==> src/rtl/mult_div_pkg.sv <==
// Shared types for the iterative multiply/divide unit: controller states and op encodings.
package mult_div_pkg;

    typedef enum logic [2:0] {
        IDLE,
        MULT,
        DIV,
        FIX,
        DONE
    } stateT;

    localparam logic OP_MULT = 1'b0;
    localparam logic OP_DIV  = 1'b1;

endpackage

==> src/rtl/mult_div_negate.sv <==
// Conditional two's-complement negation: produces operand magnitudes and applies result signs.
module mult_div_negate #(
    parameter int WIDTH = 32
) (
    input  logic [WIDTH-1:0] value,
    input  logic             negate,
    output logic [WIDTH-1:0] result
);

    assign result = negate ? ((~value) + WIDTH'(1)) : value;

endmodule

==> src/rtl/mult_div_unit.sv <==
// Iterative shift-add multiplier / restoring divider, one step per cycle.
// Build option: define MULT_DIV_UNSIGNED_EN to honour is_unsigned (otherwise every operation is signed).
//
// state | meaning
// IDLE  | waiting for start
// MULT  | one shift-add step per cycle on operand magnitudes
// DIV   | one restoring subtract-shift step per cycle
// FIX   | sign correction; results written on the exit edge
// DONE  | done pulse; start may be accepted again here
module mult_div_unit
    import mult_div_pkg::*;
#(
    parameter int WIDTH = 32,
    parameter int CNT_W = $clog2(WIDTH) + 1
) (
    input  logic             clock,
    input  logic             reset,
    input  logic             start,
    input  logic             op,
    input  logic             is_unsigned,
    input  logic [WIDTH-1:0] a_in,
    input  logic [WIDTH-1:0] b_in,
    output logic [WIDTH-1:0] hi_out,
    output logic [WIDTH-1:0] lo_out,
    output logic             busy,
    output logic             done,
    output logic             div_zero
);

    stateT            state, nextState, launchState;
    logic [CNT_W-1:0] count;
    logic             opReg;
    logic [WIDTH-1:0] bReg, accHi, accLo;
    logic             negLo, negHi;
    logic             signedOp, divByZero;
    logic [WIDTH-1:0] aMag, bMag;
    logic [WIDTH:0]   mulSum, divShift, divDiff;
    logic [2*WIDTH-1:0] prodFix;
    logic [WIDTH-1:0] quotFix, remFix, fixHi, fixLo;

`ifdef MULT_DIV_UNSIGNED_EN
    assign signedOp = ~is_unsigned;
`else
    assign signedOp = 1'b1;
`endif

    assign divByZero = (op == OP_DIV) && (b_in == '0);

    mult_div_negate #(.WIDTH(WIDTH)) uNegA (
        .value(a_in), .negate(signedOp & a_in[WIDTH-1]), .result(aMag)
    );
    mult_div_negate #(.WIDTH(WIDTH)) uNegB (
        .value(b_in), .negate(signedOp & b_in[WIDTH-1]), .result(bMag)
    );
    mult_div_negate #(.WIDTH(2*WIDTH)) uNegProd (
        .value({accHi, accLo}), .negate(negLo), .result(prodFix)
    );
    mult_div_negate #(.WIDTH(WIDTH)) uNegQuot (
        .value(accLo), .negate(negLo), .result(quotFix)
    );
    mult_div_negate #(.WIDTH(WIDTH)) uNegRem (
        .value(accHi), .negate(negHi), .result(remFix)
    );

    assign fixHi = (opReg == OP_MULT) ? prodFix[2*WIDTH-1:WIDTH] : remFix;
    assign fixLo = (opReg == OP_MULT) ? prodFix[WIDTH-1:0]       : quotFix;

    assign mulSum   = {1'b0, accHi} + (accLo[0] ? {1'b0, bReg} : '0);
    assign divShift = {accHi, accLo[WIDTH-1]};
    assign divDiff  = divShift - {1'b0, bReg};

    assign busy = (state == MULT) || (state == DIV) || (state == FIX);
    assign done = (state == DONE);

    always_ff @(posedge clock or negedge reset) begin
        if (!reset) begin
            state <= IDLE;
        end else begin
            state <= nextState;
        end
    end

    always_comb begin
        nextState   = state;
        launchState = (op == OP_MULT) ? MULT : (divByZero ? DONE : DIV);
        case (state)
            IDLE:     if (start) nextState = launchState;
            MULT,
            DIV:      if (count == CNT_W'(1)) nextState = FIX;
            FIX:      nextState = DONE;
            DONE:     nextState = start ? launchState : IDLE;
            default:  nextState = IDLE;
        endcase
    end

    always_ff @(posedge clock or negedge reset) begin
        if (!reset) begin
            count    <= '0;
            opReg    <= 1'b0;
            bReg     <= '0;
            accHi    <= '0;
            accLo    <= '0;
            negLo    <= 1'b0;
            negHi    <= 1'b0;
            hi_out   <= '0;
            lo_out   <= '0;
            div_zero <= 1'b0;
        end else begin
            case (state)
                IDLE, DONE: begin
                    if (start) begin
                        opReg <= op;
                        count <= CNT_W'(WIDTH);
                        accHi <= '0;
                        negLo <= signedOp & (a_in[WIDTH-1] ^ b_in[WIDTH-1]);
                        negHi <= signedOp & a_in[WIDTH-1];
                        // Multiply shifts the multiplier out of accLo; divide shifts the dividend out.
                        if (op == OP_MULT) begin
                            bReg  <= aMag;
                            accLo <= bMag;
                        end else begin
                            bReg  <= bMag;
                            accLo <= aMag;
                        end
                        if (divByZero) div_zero <= 1'b1;
                    end
                end
                MULT: begin
                    count <= count - CNT_W'(1);
                    accHi <= mulSum[WIDTH:1];
                    accLo <= {mulSum[0], accLo[WIDTH-1:1]};
                end
                DIV: begin
                    count <= count - CNT_W'(1);
                    if (!divDiff[WIDTH]) begin
                        accHi <= divDiff[WIDTH-1:0];
                        accLo <= {accLo[WIDTH-2:0], 1'b1};
                    end else begin
                        accHi <= divShift[WIDTH-1:0];
                        accLo <= {accLo[WIDTH-2:0], 1'b0};
                    end
                end
                FIX: begin
                    hi_out   <= fixHi;
                    lo_out   <= fixLo;
                    div_zero <= 1'b0;
                end
                default: ;
            endcase
        end
    end

endmodule

==> config.mk <==
export PLATFORM = sky130hd
export DESIGN_NAME = mult_div_unit
export DESIGN_NICKNAME = d
export VERILOG_FILES = /design/src/rtl/mult_div_pkg.sv /design/src/rtl/mult_div_negate.sv /design/src/rtl/mult_div_unit.sv
export SDC_FILE = /design/constraint.sdc
export NUM_CORES = 1
export LEC_CHECK = 0
export CAP_MARGIN = 5
export CELL_PAD_IN_SITES_DETAIL_PLACEMENT = 0
export CELL_PAD_IN_SITES_GLOBAL_PLACEMENT = 1
export CORE_MARGIN = 5
export CORE_UTILIZATION = 40
export CTS_CLUSTER_DIAMETER = 30
export CTS_CLUSTER_SIZE = 28
export DETAILED_ROUTE_END_ITERATION = 6
export PLACE_DENSITY_LB_ADDON = 0.12
export SYNTH_ARGS = -nofsm -noshare
export SYNTH_HDL_FRONTEND = slang
export SYNTH_SLANG_ARGS = --single-unit
==> constraint.sdc <==
create_clock -name clock -period 3.1 [get_ports clock]
set_input_delay 0.62 -clock clock [delete_from_list [all_inputs] [get_ports clock]]
set_output_delay 0.62 -clock clock [all_outputs]
set_load 0.01 [all_outputs]
==> results of run 1 <==
==> power groups by stage <==
stage | sequential [uW] | clock (uW) | combinational (uW)
global route | 4240 | 2260 | 17300
CTS | 4050 | 2170 | 15100
detailed placement | 4090 | 0 | 14700
finish | 4090 | 2150 | 15800
global placement | 4070 | 0 | 14600
floorplan | 4200 | 0 | 8440
==> sequential cells by signal, summed over array words and instances, names as in the netlist, 3 cells and up <==
signal and flops:
count 6, bReg 32, accHi 32, state 3
accLo 32, hi_out 32, lo_out 32
==> per-stage QoR <==
stage	std cells	cell area, sq um	total power [uW]	worst slack (ns)	TNS [ns]
floorplan	1782	14100	12600	-0.0702	-0.253
global placement	2594	18200	18700	-0.676	-24.46
detailed placement	2594	18200	18800	-0.680	-25.69
CTS	2650	19200	21300	-0.0897	-0.183
global route	2664	19700	23800	-0.177	-1.22
finish	2664	19700	22000	-0.0855	-0.170
==> final cells by class <==
class                   instances  area, sq um
fillers                      3265        15000
multi-input cells            1439         9740
flip-flops and latches        173         4330
repair buffers                499         4220
well taps                     455          569
clock buffers                  19          443
inverters                      66          250
clock inverters                13          124
==> worst max-delay path by stage <==
stage | startpoint | endpoint | slack, ns | depth (start not counted)
after floorplan | b_in[7] | accLo[25]$_DFFE_PN0P_ | -0.07 | 8
after global placement | b_in[1] | accLo[24]$_DFFE_PN0P_ | -0.68 | 12
after detailed placement | b_in[1] | accLo[24]$_DFFE_PN0P_ | -0.68 | 12
after CTS | accLo[0]$_DFFE_PN0P_ | accHi[31]$_DFFE_PN0P_ | -0.09 | 13
after global routing | accLo[0]$_DFFE_PN0P_ | accHi[31]$_DFFE_PN0P_ | -0.18 | 13
final | accLo[0]$_DFFE_PN0P_ | accHi[31]$_DFFE_PN0P_ | -0.09 | 13
==> layout by cell type (no fill, tap or decap), types with 62 or more instances in the layout <==
cell type        synthesis  layout
buf_4                    0     348
ha_1                    70      62
nor2_1                 145     139
xor2_1                  91      91
o21ai_0                220     207
a21oi_1                135     122
dfrtp_1                173     172
nand2_1                222     217
xnor2_1                 82      79
clkdlybuf4s50_1          0     106
==> per-layer routing <==
metal  vias up  global-route usage (%)
met3        53                    6.72
met5         -                       0
met1      7186                    37.4
met2       477                    43.5
met4         0                    4.74
li1       7286                       -
==> cells by family after synthesis <==
family | count (synthesis) | synth area share (%)
buffers and inverters | 170 | 4.56
DFF | 173 | 30.6
adders and majority gates | 72 | 6.48
and+or+nand+nor | 558 | 18.3
AOI/OAI and AO/OA | 599 | 26.6
muxes | 37 | 2.66
xor gates and xnor gates | 173 | 10.7
==> repair_timing <==
| item | in CTS | in global routing |
|---|---|---|
| gates cloned | 1 | 2 |
| endpoints found under the setup margin | 70 | 60 |
| buffers inserted | 23 | 12 |
| endpoints found under the hold margin | 0 | 0 |
| pin swaps | 32 | 67 |
| gates resized for setup | 72 | 103 |
==> impl_metrics.yaml, run 1 <==
run_status:
  status: "finished, violations left"
  failed_checks: "setup timing"
finish:
  drive_gt1_share_pct: 23.7
  post-route-util_pct: 56.7
  nets: 2337
  areaGrowthSynthToFinish_pct: 39.3
  n_antenna_cell: 0
min_path:
  hold_class: "in2async"
clocking:
  numCtsBuffers: 17
  hold_buffers: 0
  htreeDepth: 4
  cts.sinks: 173
  clockRootBuffer: "clkbuf_16"
  cts_buffer_depth: 2
  worstSkewPairLatency_ns: 0.46
  cts_tree: "done"
  clkTransAtPathRegs_ns: 0.07
floorplan:
  core_area_sq_mm: 0.0347
  start_util_pct: 40.7
  die_area_sq_mm: 0.0392
  num_rows: 68
  die_h_um: 198
  io_pins: 136
  die_x_um: 198
logic_synthesis:
  ys_ff_latch: 173
  ys.flop_type: "dfrtp_1"
  netlist_instances: 1782
  synth.distinct_cells: 72
  async_reset_ff_share_pct: 100
  yosysTopAreaCell: "dfrtp_1"
  synth.cell_area_sq_mm: 0.0141
  ys_seq_area_share_pct: 30.6
  yosys.cell_count.top_type: "nand2_1"
  yosysTopAreaCellShare_pct: 30.6
  syn_area_per_cell_sq_um: 7.93
  syn-num-nets: 1923
  ys_warn_count: 0
  synth_edf_count: 0
  synth_common_cells: "222 x nand2_1, 220 x o21ai_0, 173 x dfrtp_1"
  ys_top_cells_by_area: "dfrtp_1 31%, o21ai_0 7.8%, ha_1 6.2%"
sta:
  rsz0062_at_grt: "true"
  fmax_ghz: 0.314
  skew_ns: 0.0126
  worstMarginPinSlew_ns: 1.06
  fin_hold_ws_ns: 0.111
  setup_violations: 4
  finalCriticalPeriod_ns: 3.19
  hold_violations: 0
  drv_slew: 0
  slew_headroom_pct: 29.4
  fin_crit_sh_pct: 103
  timing.final.ws_setup_ns: -0.0855
flow_run:
  drv_cap: 0
detailed_routing:
  drt-initial-drc-count: 1035
  wl_met1_um: 24300
  vias: 15000
  wl_met2_um: 24600
  via_per_inst: 5.63
  wl_um: 53800
  drc: 0
  met3WireLength_um: 3970
  final_antenna_net_count: 0
  wl_per_cell_um: 20.2
  first_pass_iters: 6
  top_layer: "met4"
setup_path:
  critPathRequiredTime_ns: 3.43
  reg2reg_from: "accLo[0]$_DFFE_PN0P_"
  cp.arrival_ns: 3.51
  r2r_slack_ns: -0.09
  cp_slowest_cell: "dfrtp_2"
  path_cells: "inv_4 -> buf_8 -> nor2_4 -> ha_4 -> a21o_1 -> or3_1 -> o21a_2 -> a211o_1 -> a21bo_2 -> a21oi_4 -> o41ai_4 -> a222oi_1 -> o21ai_1"
  r2r_end: "accHi[31]$_DFFE_PN0P_"
  worstSetupStartpointType: "register"
  r2r_cells: 13
  end_kind: "register"
  cp_max_fo: 9
  crit_family: "compound AO/OA/AOI/OAI gates"
  max_stage_delay_ns: 0.44
  critPathKind: "reg2reg"
  path_buf_inv: 2
global_routing:
  grt_use_total_pct: 27.0
  overflow: 0
  antenna_found_initial: 1
  grt_pass1_vias: 14500
  grt_pass1_wl_um: 82800
  grt_max_degree: 104
power:
  comb_power_share_pct: 71.7
  pwr-share-clk_pct: 9.8
  internal_power_uw: 11600
  vdd_drop_max_v: 0.000613
  sw_frac_of_total_pct: 47.5
  seqPwrFrac_pct: 18.5
  power_switching_uw: 10500
  powerDensity_mw_per_mm2: 1120
  leakage_uw: 0.00881
place:
  dp_hpwl_um: 41600
  io_buffers: 134
  globalplace.congestion: 0.930
(Power assumes the default switching activity.)
==> run 2: changes to the inputs <==
--- a/config.mk
+++ b/config.mk
@@ -5,7 +5,6 @@
 export SDC_FILE = /design/constraint.sdc
 export NUM_CORES = 1
 export LEC_CHECK = 0
-export CAP_MARGIN = 5
 export CELL_PAD_IN_SITES_DETAIL_PLACEMENT = 0
 export CELL_PAD_IN_SITES_GLOBAL_PLACEMENT = 1
 export CORE_MARGIN = 5
==> results of run 2 <==
Same layout as run 1: the final DEF is identical, and so are final timing and power.
